<file path="src/rtl/cdc_pulse_arbiter.sv">
`default_nettype none
// ---------------------------------------------------------------------------
// cdc_pulse_arbiter : round-robin scheduler sharing one pulse CDC channel.
// Option CDC_ARB_PRIO_EN gives requester 0 fixed top priority.  Rev 1.0
// ---------------------------------------------------------------------------
module cdc_pulse_arbiter #(
  parameter int NREQ  = 4,
  parameter int CNT_W = 3,
  parameter int ID_W  = 2
) (
  input  logic            clkin,
  input  logic            clr_in,
  input  logic [NREQ-1:0] req,
  input  logic            cdc_full,
  output logic            sigin,
  output logic [ID_W-1:0] grant_id,
  output logic [NREQ-1:0] pending,
  output logic [NREQ-1:0] ovf,
  input  logic            ovf_clr,
  output logic            busy
);

`ifdef CDC_ARB_PRIO_EN
  localparam bit PRIO_EN = 1'b1;
`else
  localparam bit PRIO_EN = 1'b0;
`endif

  localparam logic [1:0]       IDLE    = 2'd0;
  localparam logic [1:0]       ISSUE   = 2'd1;
  localparam logic [1:0]       STALL   = 2'd2;
  localparam logic [CNT_W-1:0] CNT_MAX = '1;
  localparam logic [ID_W:0]    NREQ_X  = (ID_W+1)'(NREQ);

  logic [CNT_W-1:0] cnt     [NREQ];
  logic [CNT_W-1:0] cnt_nxt [NREQ];
  logic [NREQ-1:0]  ovf_nxt;
  logic [NREQ-1:0]  dec_vec;
  logic [ID_W-1:0]  rr_ptr;
  logic [ID_W-1:0]  rr_ptr_nxt;
  logic [ID_W-1:0]  win;
  logic [ID_W:0]    idx;
  logic [1:0]       state;
  logic [1:0]       state_nxt;
  logic             found;
  logic             grant;
  logic             any_nz;
  logic             any_nz_nxt;

  always_comb begin
    for (int i = 0; i < NREQ; i++) begin
      pending[i] = (cnt[i] != '0);
    end
  end

  assign any_nz = |pending;
  assign busy   = any_nz || (state != IDLE);

  // Scan starts at rr_ptr and wraps; in priority mode slot 0 is handled up front.
  always_comb begin
    win   = '0;
    found = 1'b0;
    idx   = '0;
    if (PRIO_EN && pending[0]) begin
      found = 1'b1;
    end
    for (int k = 0; k < NREQ; k++) begin
      idx = {1'b0, rr_ptr} + (ID_W+1)'(k);
      if (idx >= NREQ_X) begin
        idx = idx - NREQ_X;
      end
      if (!found && pending[idx[ID_W-1:0]] && !(PRIO_EN && (idx == '0))) begin
        found = 1'b1;
        win   = idx[ID_W-1:0];
      end
    end
  end

  assign grant = found && !cdc_full;

  always_comb begin
    rr_ptr_nxt = rr_ptr;
    if (grant && !(PRIO_EN && (win == '0))) begin
      if (win == ID_W'(NREQ-1)) begin
        rr_ptr_nxt = PRIO_EN ? ID_W'(1) : '0;
      end else begin
        rr_ptr_nxt = win + ID_W'(1);
      end
    end
  end

  always_comb begin
    dec_vec = '0;
    if (grant) begin
      dec_vec[win] = 1'b1;
    end
  end

  // A same-cycle event and grant cancel; an event at saturation is lost and flagged.
  always_comb begin
    any_nz_nxt = 1'b0;
    for (int i = 0; i < NREQ; i++) begin
      cnt_nxt[i] = cnt[i];
      ovf_nxt[i] = ovf[i] & ~ovf_clr;
      if (req[i] && !dec_vec[i]) begin
        if (cnt[i] == CNT_MAX) begin
          ovf_nxt[i] = 1'b1;
        end else begin
          cnt_nxt[i] = cnt[i] + CNT_W'(1);
        end
      end else if (!req[i] && dec_vec[i]) begin
        cnt_nxt[i] = cnt[i] - CNT_W'(1);
      end
      any_nz_nxt = any_nz_nxt | (cnt_nxt[i] != '0);
    end
  end

  always_comb begin
    state_nxt = state;
    case (state)
      IDLE: begin
        if (any_nz) begin
          state_nxt = cdc_full ? STALL : (any_nz_nxt ? ISSUE : IDLE);
        end
      end
      ISSUE: begin
        if (!any_nz) begin
          state_nxt = IDLE;
        end else if (cdc_full) begin
          state_nxt = STALL;
        end else if (!any_nz_nxt) begin
          state_nxt = IDLE;
        end
      end
      STALL: begin
        if (!cdc_full) begin
          state_nxt = any_nz_nxt ? ISSUE : IDLE;
        end
      end
      default: state_nxt = IDLE;
    endcase
  end

  always_ff @(posedge clkin or posedge clr_in) begin
    if (clr_in) begin
      for (int i = 0; i < NREQ; i++) begin
        cnt[i] <= '0;
      end
      ovf      <= '0;
      rr_ptr   <= '0;
      state    <= IDLE;
      sigin    <= 1'b0;
      grant_id <= '0;
    end else begin
      for (int i = 0; i < NREQ; i++) begin
        cnt[i] <= cnt_nxt[i];
      end
      ovf    <= ovf_nxt;
      rr_ptr <= rr_ptr_nxt;
      state  <= state_nxt;
      sigin  <= grant;
      if (grant) begin
        grant_id <= win;
      end
    end
  end

endmodule
`default_nettype wire

</file>
<file path="config.mk">
export PLATFORM = sky130hd
export DESIGN_NAME = cdc_pulse_arbiter
export DESIGN_NICKNAME = d
export VERILOG_FILES = /design/src/rtl/cdc_pulse_arbiter.sv
export SDC_FILE = /design/constraint.sdc
export NUM_CORES = 1
export LEC_CHECK = 0
export BUFFER_PORTS_ARGS = -buffer_cell sky130_fd_sc_hd__buf_2
export CAP_MARGIN = 20
export CORE_AREA = 5 5 67 69
export CTS_BUF_LIST = sky130_fd_sc_hd__clkbuf_16
export CTS_CLUSTER_SIZE = 28
export DETAILED_ROUTE_END_ITERATION = 12
export DIE_AREA = 0 0 72 74
export PLACE_DENSITY = 0.75
export SETUP_SLACK_MARGIN = 0.3
export SYNTH_ARGS = -nofsm -noshare
export SYNTH_HDL_FRONTEND = slang
export SYNTH_SLANG_ARGS = --single-unit
</file>
<file path="constraint.sdc">
create_clock -name clkin -period 4.5 [get_ports clkin]
set_input_delay 0.9 -clock clkin [delete_from_list [all_inputs] [get_ports clkin]]
set_output_delay 0.9 -clock clkin [all_outputs]
set_load 0.02 [all_outputs]
</file>
# Word level (Yosys, flattened, before mapping)
# Cells that the tools add are included.
# totals
elab_cells,143
inputBits,8
output_inout_bits,12
reg_bits,23
# op_classes
add_sub_neg,16
n_reduce_logical,38
eq_ne,10
muxes,52
magnitude_cmp,10
bitwise,8
# ops
cell,count
$mux 3,12
$mux 2,15
$reduce_bool 3->1,8
$mux 1,18
$lt 2x3->1 const B,5
$logic_and 1x1->1,13
$add 3x1->3 const B,4
$eq 3x3->1 const B,4
$logic_not 1->1,12
$sub 3x1->3 const B,4
$ge 3x3->1 const B,3
$bmux 1 s2,4
$sub 2x1->2 const B,4
$add 2x2->3 const B,2
$pmux 2 s3,1
$and 1x1->1,4
$eq 2x2->1 const B,2
$mux 4,1
$ne 2x2->1 const B,2
$ne 4x4->1 const B,1
$reduce_or 4->1,1
$add 2x1->3 const B,1
$ge 2x3->1 const B,1
$or 1x1->1,3
9 further kinds,9

# Logic depth before layout (Yosys ltp)
# logic_depth
word_depth,30
ltp_mapped,16
mapped_depth_nobuf,16

# Worst setup path after synthesis
# OpenSTA, ideal clock, no wires.
# synth_path
path_type,flip-flop to flip-flop
startpoint,register cnt[0] (netlist bit)
endpoint,register state[0]
arrival_ns,2.872
path_stages_with_launch,15
synth_period_minus_slack_ns,3.014
path_slack_ns,1.486
setup_time_ns,0.142
t_required_ns,4.358
path_buffers,0
path_cell_list,dfrtp_1 inv_1 ha_1 nand2b_1 o22ai_1 a221oi_1 and2_1 ha_1 nor2b_1 a21boi_1 nand2_1 a221o_1 nor2_1 nor4b_1 a311oi_1
# synth_lines
element,line,rtl
start: declaration,35,logic [CNT_W-1:0] cnt [NREQ];
start signal: indexed assignment,156,cnt[i] <= cnt_nxt[i];
end signal: assignment,160,state <= state_nxt;
end: declaration,43,logic [1:0] state;

==> flow_summary.yaml <==
critical_path:
  timing.critical_path.arrival_ps: 3600
  critPathKind: "reg -> reg"
  critical_path.startpoint: "cnt[3]"
  critical_path.endpoint_type: "register"
  r2r-start: "cnt[3]"
  crit_path_max_fanout: 5
  worst_setup_path_start_kind: "register"
  worst_ep_required_time_ps: 4620
grt:
  groute.usage.overall_pct: 15.1
  via_count_of_the_first_global_routing_pass: 1408
  globalRouteOverflowTotal: 0
  grt_antenna_before_repair: 0
  grt_pass1_wl_um: 6420
  grt_max_degree: 24
power:
  clockPowerShare_pct: 15.6
  switching_power_uw: 543
  p_leak_nw: 0.869
  power_density_mw_per_mm2: 635
  share_comb_of_total_power_pct: 53.9
  share_seq_of_total_power_pct: 30.5
  power_switching_share_pct: 44.1
  internal_power_uw: 688
  irDropWorstVdd_uv: 228
finish:
  fillerInstances: 377
  diodes: 0
  layout-drive-gt1-share_pct: 17.1
  syn2layout_area_growth_pct: 11.4
  final-instance-count-excl-fill: 260
  final_nets: 235
timing:
  rsz0062_at_grt: "no"
  worst_slew_margin_rel_pct: 37.8
  max_slew.worst_pin.slew_ps: 932
  number_of_slew_limit_violations_in_the_final_report: 0
  timing.final.crit_share_pct: 77.3
  final-hold-violation-count: 0
  period_needed_ps: 3480
  fin_tns_setup_ps: 0
  timing.clock.skew_ps: 2.03
  max_fclk_ghz: 0.287
  setup_viol_count_final: 0
clock_network:
  cts_tree: "built"
  worstSkewPairLatency_ps: 250
  htree_num_levels: 1
  postCtsSetupBuffers: 0
  cts_buffer_depth: 2
  clkTransAtPathRegs_ps: 60
  hold_buf_cts: 0
  cts-resized-gates: 0
  numCtsBuffers: 3
  clock_sinks: 23
  ctsRootBufferMaster: "sky130_fd_sc_hd__clkbuf_16"
logic_synthesis:
  synth_async_sr_flop_share_pct: 100
  synth_commonest_cells: "sky130_fd_sc_hd__dfrtp_1, sky130_fd_sc_hd__inv_1, sky130_fd_sc_hd__nor2_1, sky130_fd_sc_hd__ha_1, sky130_fd_sc_hd__nand2_1"
  synth_most_common_cell: "sky130_fd_sc_hd__dfrtp_1"
  yosys.area.top_type_share_pct: 33.1
  synth.avg_cell_area_um2: 9.06
  post_synth_inst_count: 192
  synth_fp_nets: 216
  yosysWarnings: 0
  post-synth-top-area-cell: "sky130_fd_sc_hd__dfrtp_1"
  synth_cell_types: 52
  synth_edf_count: 0
  synth.ff_latch_count: 23
  post_synth_main_area_contributors: "sky130_fd_sc_hd__dfrtp_1, sky130_fd_sc_hd__ha_1, sky130_fd_sc_hd__inv_1"
  netlist_area_mm2: 0.00174
  fraction_of_the_yosys_area_taken_by_sequential_cells_pct: 33.1
  synth-main-ff-cell: "sky130_fd_sc_hd__dfrtp_1"
hold_path:
  timing.hold.worst.start: "grant_id[1]"
  min_path_type: "reg -> reg"
route:
  finalWirelength_um: 3610
  detailroute.via_count: 1429
  drc: 0
  drt_pre_antenna_iters: 4
  ant_nets: 0
  wl_per_cell_um: 13.9
  initialDrtViolationCount: 53
  route.detailed.vias_per_inst: 5.50
die:
  die_area_mm2: 0.00533
  start_util_pct: 45.1
  std_cell_rows: 23
  die_width_um: 72
  design.portCount: 20
  floorplan.core_area_mm2: 0.00386
  chipHeight_um: 74
placement:
  input_output_buffers: 19
  dp_hpwl_um: 2770
  place_inst: 256
  gpl.final_weighted_congestion: 0.899
status:
  status: "completed"
flow_run:
  max_cap_viol_count: 0
==> worst max-delay path: stages (launching register included) <==
cell and delay (ps):
sky130_fd_sc_hd__dfrtp_1 430, sky130_fd_sc_hd__inv_1 120, sky130_fd_sc_hd__ha_1 210, sky130_fd_sc_hd__nor2b_1 290, sky130_fd_sc_hd__nor2_1 70, sky130_fd_sc_hd__nor2_1 90
sky130_fd_sc_hd__nor2_1 40, sky130_fd_sc_hd__a221oi_1 250, sky130_fd_sc_hd__and2_1 230, sky130_fd_sc_hd__ha_1 150, sky130_fd_sc_hd__nor2b_1 190, sky130_fd_sc_hd__a21boi_1 290
sky130_fd_sc_hd__nand2_1 90, sky130_fd_sc_hd__a221o_1 370, sky130_fd_sc_hd__nor2_1 90, sky130_fd_sc_hd__nor4b_1 280, sky130_fd_sc_hd__a311oi_1 140
==> final cells by class <==
cell class	count	area [um2]	area share, %
inverter	22	82.6	4.26
clock inverter	1	3.75	0.194
tap	50	62.6	3.23
multi-input combinational	142	1040	53.8
timing repair buffer	19	95.1	4.91
clock buffer	3	75.1	3.87
sequential	23	576	29.7
==> cells in the final DEF (no fill, tap or decap), types with 2 or more instances in the layout <==
master                      Yosys  routed
sky130_fd_sc_hd__nor2_1        19      19
sky130_fd_sc_hd__a21oi_1        9       9
sky130_fd_sc_hd__a31oi_1        2       2
sky130_fd_sc_hd__xnor2_1        4       4
sky130_fd_sc_hd__ha_1          16      16
sky130_fd_sc_hd__nor4b_1        2       2
sky130_fd_sc_hd__nor3_1         2       2
sky130_fd_sc_hd__mux2_2         2       2
sky130_fd_sc_hd__nor2b_1        4       4
sky130_fd_sc_hd__buf_2          1      19
sky130_fd_sc_hd__nand3_1        6       6
sky130_fd_sc_hd__nand2_1       13      13
sky130_fd_sc_hd__o211ai_1       2       2
sky130_fd_sc_hd__o21ai_0       10      10
sky130_fd_sc_hd__a21boi_2       2       2
sky130_fd_sc_hd__o21ai_1        3       3
sky130_fd_sc_hd__o21ai_2        2       2
sky130_fd_sc_hd__nand4_1        4       4
sky130_fd_sc_hd__a311oi_1       2       2
sky130_fd_sc_hd__mux2i_1        3       3
sky130_fd_sc_hd__o22ai_1        2       2
sky130_fd_sc_hd__or3_1          4       4
sky130_fd_sc_hd__inv_1         22      23
sky130_fd_sc_hd__o311ai_1       2       2
sky130_fd_sc_hd__and4bb_4       2       2
sky130_fd_sc_hd__dfrtp_1       23      23
sky130_fd_sc_hd__clkbuf_16      0       3
sky130_fd_sc_hd__nand2b_1       2       2
sky130_fd_sc_hd__a21o_1         2       2
==> sequential cells by signal, summed over array words and instances, names as in the netlist <==
name	flops
ovf	4
grant_id	2
cnt	12
state	2
rr_ptr	2
sigin	1
==> metrics by stage <==
stage               hold slack (ps)  area (um2)  total power [mW]  util [%]  setup WS, ps
CTS                             509        1940              1.24      50.3          1010
global placement                488        1860              1.02      48.2          1270
global route                    535        1940              1.35      50.3           484
detailed placement              494        1860              1.04      48.2          1070
floorplan                       510        1740             0.888         -          1490
finish                          503        1940              1.23      50.3          1020
==> power by group through the flow <==
stage	logic (mW)	clock network, mW	registers [mW]
final	0.663	0.192	0.376
after global placement	0.646	0	0.375
after CTS	0.666	0.195	0.375
after global routing	0.761	0.204	0.388
after detailed placement	0.661	0	0.378
after floorplan	0.501	0	0.387
==> final timing paths <==
| check | endpoint | slack (ps) | cells after the start |
|---|---|---|---|
| setup / recovery | state[0] | 1020 | 16 |
| hold / removal | grant_id[1] | 500 | 1 |
| setup reg to reg | state[0] | 1020 | 16 |
| hold reg to reg | grant_id[1] | 500 | 1 |
| max in group asynchronous | cnt[9] | 3090 | 2 |
| min in group asynchronous | ovf[2] | 840 | 2 |
==> layer usage <==
metal	global-route usage, %	share of wire (%)
met5	0	0
met4	5.64	0.89
met3	2.30	3.8
met2	25.5	46
met1	19.6	49
==> kinds of logic (layout without fill, tap and decap cells) <==
group / after synthesis / count (layout) / synth area share [%]
flip-flops: 23 / 23 / 33.1
XOR/XNOR: 4 / 4 / 2.01
adder cells (fa/ha/maj): 16 / 16 / 11.5
AO/OA/AOI/OAI: 51 / 51 / 20.9
multiplexers: 5 / 5 / 3.02
buffers and inverters: 27 / 45 / 6.97
AND/OR/NAND/NOR: 66 / 66 / 22.5
No activity file was read; power rests on OpenSTA's default activity.
